$ cat src/rtl/arb_pkg.sv
// Shared types for the unified memory arbiter: FSM states, owner tag, byte-enable constant.
// No logic; latency and backpressure live in the modules that import this package.
// Widths here are fixed; data widths stay module parameters.
package arb_pkg;

    typedef enum logic [1:0] {
        IDLE  = 2'd0,
        ISSUE = 2'd1,
        WAIT  = 2'd2,
        RESP  = 2'd3
    } arb_state_t;

    typedef enum logic {
        OWN_I = 1'b0,
        OWN_D = 1'b1
    } owner_t;

    localparam int BE_MAX_W = 16;
    localparam logic [BE_MAX_W-1:0] BE_ALL = '1;

    // Wide enough for the largest legal starvation limit (15).
    localparam int STARVE_CNT_W = 4;

endpackage

$ cat src/rtl/arb_starve_counter.sv
// Counts consecutive fetch losses; fetch_force rises once the limit is reached.
// Latency: fetch_force reflects the count registered on the previous arbitration.
// Backpressure: none; inc/clr are single-cycle arbitration events.
module arb_starve_counter
    import arb_pkg::*;
#(
    parameter int STARVE_LIMIT = 4
)(
    input  logic clk,
    input  logic rst_n,
    input  logic inc,
    input  logic clr,
    output logic fetch_force
);

    localparam logic [STARVE_CNT_W-1:0] LIMIT = STARVE_LIMIT[STARVE_CNT_W-1:0];

    logic [STARVE_CNT_W-1:0] starve_cnt;

    always_ff @(posedge clk or negedge rst_n) begin
        if (!rst_n) begin
            starve_cnt <= '0;
        end else if (clr) begin
            starve_cnt <= '0;
        end else if (inc && (starve_cnt != '1)) begin
            starve_cnt <= starve_cnt + 1'b1;
        end
    end

    assign fetch_force = (starve_cnt >= LIMIT);

endmodule

$ cat src/rtl/unified_mem_arbiter.sv
// Shares one memory port between fetch (read-only) and data (load/store) with data priority.
// Latency: request seen in IDLE -> m_req next cycle -> valid one cycle after m_rvalid (min 3).
// Backpressure: m_req holds until m_gnt; requesters stall until their one-cycle valid pulse.
module unified_mem_arbiter
    import arb_pkg::*;
#(
    parameter int ADDR_W       = 32,
    parameter int DATA_W       = 32,
    parameter int STARVE_LIMIT = 4
)(
    input  logic                clk,
    input  logic                rst_n,

    input  logic                i_req,
    input  logic [ADDR_W-1:0]   i_addr,
    output logic [DATA_W-1:0]   i_rdata,
    output logic                i_valid,
    output logic                i_stall,

    input  logic                d_req,
    input  logic                d_we,
    input  logic [DATA_W/8-1:0] d_be,
    input  logic [ADDR_W-1:0]   d_addr,
    input  logic [DATA_W-1:0]   d_wdata,
    output logic [DATA_W-1:0]   d_rdata,
    output logic                d_valid,
    output logic                d_stall,

    output logic                m_req,
    output logic                m_we,
    output logic [DATA_W/8-1:0] m_be,
    output logic [ADDR_W-1:0]   m_addr,
    output logic [DATA_W-1:0]   m_wdata,
    input  logic                m_gnt,
    input  logic                m_rvalid,
    input  logic [DATA_W-1:0]   m_rdata
);

    localparam int BE_W = DATA_W / 8;

    arb_state_t state;
    owner_t     owner;
    logic       fetch_force;
    logic       arb_any;
    logic       d_win;
    logic       capture;

    assign arb_any = (state == IDLE) && (i_req || d_req);
    assign d_win   = d_req && (!i_req || !fetch_force);
    // Response data is only accepted once the request has been granted.
    assign capture = m_rvalid && (((state == ISSUE) && m_gnt) || (state == WAIT));

    arb_starve_counter #(
        .STARVE_LIMIT (STARVE_LIMIT)
    ) u_starve (
        .clk         (clk),
        .rst_n       (rst_n),
        .inc         (arb_any && d_win && i_req),
        .clr         (arb_any && !d_win),
        .fetch_force (fetch_force)
    );

    always_ff @(posedge clk or negedge rst_n) begin
        if (!rst_n) begin
            state   <= IDLE;
            owner   <= OWN_I;
            m_req   <= 1'b0;
            m_we    <= 1'b0;
            m_be    <= '0;
            m_addr  <= '0;
            m_wdata <= '0;
            i_rdata <= '0;
            d_rdata <= '0;
        end else begin
            case (state)
                IDLE: begin
                    if (i_req || d_req) begin
                        state <= ISSUE;
                        m_req <= 1'b1;
                        if (d_win) begin
                            owner   <= OWN_D;
                            m_we    <= d_we;
                            m_be    <= d_be;
                            m_addr  <= d_addr;
                            m_wdata <= d_wdata;
                        end else begin
                            owner   <= OWN_I;
                            m_we    <= 1'b0;
                            m_be    <= BE_ALL[BE_W-1:0];
                            m_addr  <= i_addr;
                            m_wdata <= '0;
                        end
                    end
                end
                ISSUE: begin
                    if (m_gnt) begin
                        m_req <= 1'b0;
                        state <= m_rvalid ? RESP : WAIT;
                    end
                end
                WAIT: begin
                    if (m_rvalid) begin
                        state <= RESP;
                    end
                end
                RESP: begin
                    state <= IDLE;
                end
                default: begin
                    state <= IDLE;
                end
            endcase

            if (capture) begin
                if (owner == OWN_D) begin
                    d_rdata <= m_rdata;
                end else begin
                    i_rdata <= m_rdata;
                end
            end
        end
    end

    assign i_valid = (state == RESP) && (owner == OWN_I);
    assign d_valid = (state == RESP) && (owner == OWN_D);
    assign i_stall = i_req && !i_valid;
    assign d_stall = d_req && !d_valid;

endmodule
$ cat config.mk
export PLATFORM = sky130hd
export DESIGN_NAME = unified_mem_arbiter
export DESIGN_NICKNAME = d
export VERILOG_FILES = /design/src/rtl/arb_pkg.sv /design/src/rtl/arb_starve_counter.sv /design/src/rtl/unified_mem_arbiter.sv
export SDC_FILE = /design/constraint.sdc
export NUM_CORES = 1
export LEC_CHECK = 0
export CAP_MARGIN = 20
export CELL_PAD_IN_SITES_DETAIL_PLACEMENT = 2
export CELL_PAD_IN_SITES_GLOBAL_PLACEMENT = 2
export CORE_MARGIN = 2
export CORE_UTILIZATION = 35
export DETAILED_ROUTE_END_ITERATION = 10
export DONT_BUFFER_PORTS = 1
export GPL_ROUTABILITY_DRIVEN = 0
export PLACE_DENSITY = 0.77
export SLEW_MARGIN = 15
export SYNTH_ARGS = -nofsm -noshare
export SYNTH_HDL_FRONTEND = slang
export SYNTH_HIERARCHICAL = 1
export SYNTH_SLANG_ARGS = --single-unit
$ cat constraint.sdc
create_clock -name clk -period 2.19 [get_ports clk]
set_input_delay 0.219 -clock clk [delete_from_list [all_inputs] [get_ports clk]]
set_output_delay 0.219 -clock clk [all_outputs]
set_load 0.01 [all_outputs]
==> impl_results.md, run 1 <==
- Synth Warn #: 6
- Seq/Total Area, Yosys: 0.636
- Die Span X: 130 um
- H-tree Lvls: 4
- CTS Buf Count: 17
- Io pins: 277
- Fraction of registers with async set/reset: 1.00
- Post-Syn Instances: 386
- Cell taking the most area after synthesis: dfrtp_1
- Syn Nets: 531
- Hold_buf cts: 124
- Count leader, synth: dfrtp_1
- # rows: 46
- Number of synthesized flops with an enable pin: 0
- IO buf count: 0
- Outcome: aborted with a tool error
- Yosys top cell area share: 0.636
- Post-synth top flop: dfrtp_1
- Sink Count: 141
- Root Buffer: clkbuf_16
- Synth top area cells: dfrtp_1 64%, mux2_2 13%, a222oi_1 5.8%
- Exit stage: clock tree synthesis (4_1_cts)
- Die height: 130 um
- Starting Density: 0.354
- Hpwl dp: 10.2 mm
- Flops & latches, synth: 141
- Cell Area, Synth: 5540 um^2
- Post-CTS Setup Repair Bufs: 0
- Commonest cells post-synth: 141 x dfrtp_1, 64 x mux2_2, 39 x inv_1
- Mapped Avg Cell Area: 14.4 um^2
- Run Error: [ERROR RSZ-0060] Max buffer count reached.
- Distinct cells, synth: 35
- CTS resizes: 0
- Clock Tree Buf Depth: 2
==> cells by family after synthesis <==
family | count (synthesis) | share of synthesized area
buffers and inverters | 63 | 0.0521
multiplexers | 67 | 0.137
AND/OR/NAND/NOR | 26 | 0.0298
flip-flops | 141 | 0.636
adder cells (fa/ha/maj) | 6 | 0.0135
AO/OA/AOI/OAI | 83 | 0.132
==> stage by stage <==
stage	utilization	cells	worst slack [ps]	instance area [um^2]	hold slack (ps)
after detailed placement	0.369	585	319	5780	-74.2
after global placement	0.369	585	386	5780	-73.9
after floorplan	-	386	56.0	5540	-76.6
==> run 2: changes to the inputs <==
Settings changed: CELL_PAD_IN_SITES_DETAIL_PLACEMENT 2 to not set, CELL_PAD_IN_SITES_GLOBAL_PLACEMENT 2 to not set, CORE_UTILIZATION 35 to 40, PLACE_DENSITY 0.77 to not set, PLACE_DENSITY_LB_ADDON set to 0.15.
Clock period 2.19 ns to 2.8 ns, I/O delays scaled along.
==> impl_results.md, run 2 <==
- First-pass GRT wire length: 19.7 mm
- Layout area overhead: 25.9%
- Avg WL per Cell: 20.1 um
- Max Cap Viol: 0
- Mapped Avg Cell Area: 14.4 um^2
- Cell taking the most area after synthesis: dfrtp_1
- FF-to-FF Start: state[0]$_DFFE_PN0P_
- CP startpoint: state[0]$_DFFE_PN0P_
- DRT Wirelength: 13.2 mm
- CP top delay family: buffers and inverters
- Commonest cells post-synth: 141 x dfrtp_1, 64 x mux2_2, 39 x inv_1
- Min-delay worst type: input port to async pin
- Post-CTS Setup Repair Bufs: 0
- Crit-path slowest cell: dlygate4sd3_1
- Clock Tree Buf Depth: 2
- Slew Limit Fails: 0
- Nets: 608
- Layout cell share with drive strength beyond 1: 0.221
- Largest net degree at the start of global routing: 142
- Worst Setup Start Kind: register
- Worst hold slack: -436 ps
- Critical-path cell list: inv_1, ha_1, o21ai_4, buf_4, a222oi_1, dlygate4sd3_1, inv_1
- Distinct cells, synth: 35
- H-tree Lvls: 4
- Crit path capture type: register
- Placed Instances: 549
- TritonCTS clock tree: built
- Cell Area, Synth: 5540 um^2
- Peak Freq: 407 MHz
- Setup Skew: 4.59 ps
- Fraction of registers with async set/reset: 1.00
- Sink Count: 141
- Failing checks: hold timing
- Seq/Total Area, Yosys: 0.636
- Die Span X: 122 um
- # rows: 43
- CP most frequent cell: inv_1
- Synth Warn #: 6
- Iter 0 DRT Violations: 273
- Core area: 13700 um^2
- Critical path required time: 3100 ps
- Hpwl dp: 8.43 mm
- Total congestion overflow: 0
- Post-synth top flop: dfrtp_1
- Min Tclk post-route: 2450 ps
- Actual slew at the worst max-slew pin: 556 ps
- Number of synthesized flops with an enable pin: 0
- Relative slew margins: 0.628
- RSZ-0062 raised after global routing: false
- CTS resizes: 0
- Final worst-path cycle share: 0.877
- Die footprint: 14800 um^2
- Outcome: finished, violations left
- Post-Syn Instances: 386
- Most common cell after layout, fill and taps aside: dfrtp_1
- Antenna cell count: 0
- Io pins: 277
- Root Buffer: clkbuf_16
- Antenna violations before repair: 0
- Count leader, synth: dfrtp_1
- Worst-skew pair later-pin latency: 410 ps
- Flops & latches, synth: 141
- Yosys top cell area share: 0.636
- Fill cell count: 1189
- VDD IR max: 0.494 mV
- Sum Neg Setup Slack: 0 ps
- Starting Density: 0.404
- GRT Overall Usage: 0.175
- Pre-antenna DRT Iters: 8
- IO buf count: 0
- Antenna Nets Post-Route: 0
- Worst Path Class, Setup: register to register
- Critical Path AT: 2760 ps
- Final Hold Fails: 141
- Vias/cell: 5.43
- Hold_buf cts: 75
- Clk slew on worst S/H paths: 60 ps
- Static Leakage: 3.24 nW
- Final non-filler cell total: 655
- Bufs and invs on worst path: 4
- Commonest cells after routing, fill and taps aside: 141 x dfrtp_1, 75 x dlygate4sd3_1, 64 x mux2_2, 39 x inv_1, 33 x a22o_1
- CP peak stage delay: 620 ps
- Pwr per Cell Area: 1180 nW/um^2
- Final setup fails: 0
- Synth top area cells: dfrtp_1 64%, mux2_2 13%, a222oi_1 5.8%
- Syn Nets: 531
- # DRC: 0
- Vias in the first global route: 3714
- CTS Buf Count: 17
- Vias: 3555
- Die height: 122 um
- Critical Path Fanout Max: 34
## run 2: cell counts after synthesis
No cell type changed its count.
## run 2: worst paths after layout
path | end | slack [ps] | depth (start not counted)
worst max-delay path | m_addr[6]$_DFFE_PN0N_ | 350 | 7
worst min-delay path | i_rdata[8]$_DFFE_PN0P_ | -440 | 0
worst max register to register | m_addr[6]$_DFFE_PN0N_ | 350 | 7
worst min register to register | m_wdata[27]$_DFFE_PN0N_ | 560 | 1
max in group asynchronous | i_rdata[16]$_DFFE_PN0P_ | 2980 | 0
min in group clk | m_wdata[7]$_DFFE_PN0N_ | 20 | 1
## run 2: where the power goes
group / total [mW] / internal [mW] / leakage, nW / switching [mW]
logic: 2.08 / 1.19 / 1.27 / 0.889
registers: 4.18 / 3.01 / 1.73 / 1.17
clock network: 1.99 / 1.19 / 0.249 / 0.796
## run 2: cell families (layout without fill, tap and decap cells)
kind of cell | Yosys count | count (layout) | share of synthesized area
flip-flops | 141 | 141 | 0.636
AO/OA/AOI/OAI | 83 | 83 | 0.132
buffers and inverters | 63 | 152 | 0.0521
multiplexers | 67 | 67 | 0.137
AND/OR/NAND/NOR | 26 | 26 | 0.0298
adder cells (fa/ha/maj) | 6 | 6 | 0.0135
## run 2: layout make-up
cell class	instances	area, um^2	share of cell area
flip-flops and latches	141	3530	0.505
multi-input cells	182	1740	0.250
repair buffers	82	816	0.117
clock buffers	25	485	0.0695
well taps	180	225	0.0323
inverters	39	146	0.0210
clock inverters	6	37.5	0.00538
## run 2: per-stage QoR
| step | power, mW | hold slack, ps | utilization | cell area [um^2] | setup WS, ps |
|---|---|---|---|---|---|
| detailed placement | 6.08 | -13.9 | 0.416 | 5710 | 885 |
| CTS | 8.33 | -464 | 0.509 | 6980 | 482 |
| global placement | 6.00 | -13.1 | 0.416 | 5710 | 944 |
| global route | 8.74 | -461 | 0.509 | 6980 | 214 |
| floorplan | 5.55 | -15.6 | - | 5540 | 666 |
| finish | 8.25 | -436 | 0.509 | 6980 | 345 |
## run 2: metal layers
layer,part of all wire,global-route usage
met2,0.52,0.299
met3,0.086,0.0604
met5,0,0
met1,0.38,0.200
met4,0.016,0.0747
(Power assumes the default switching activity.)
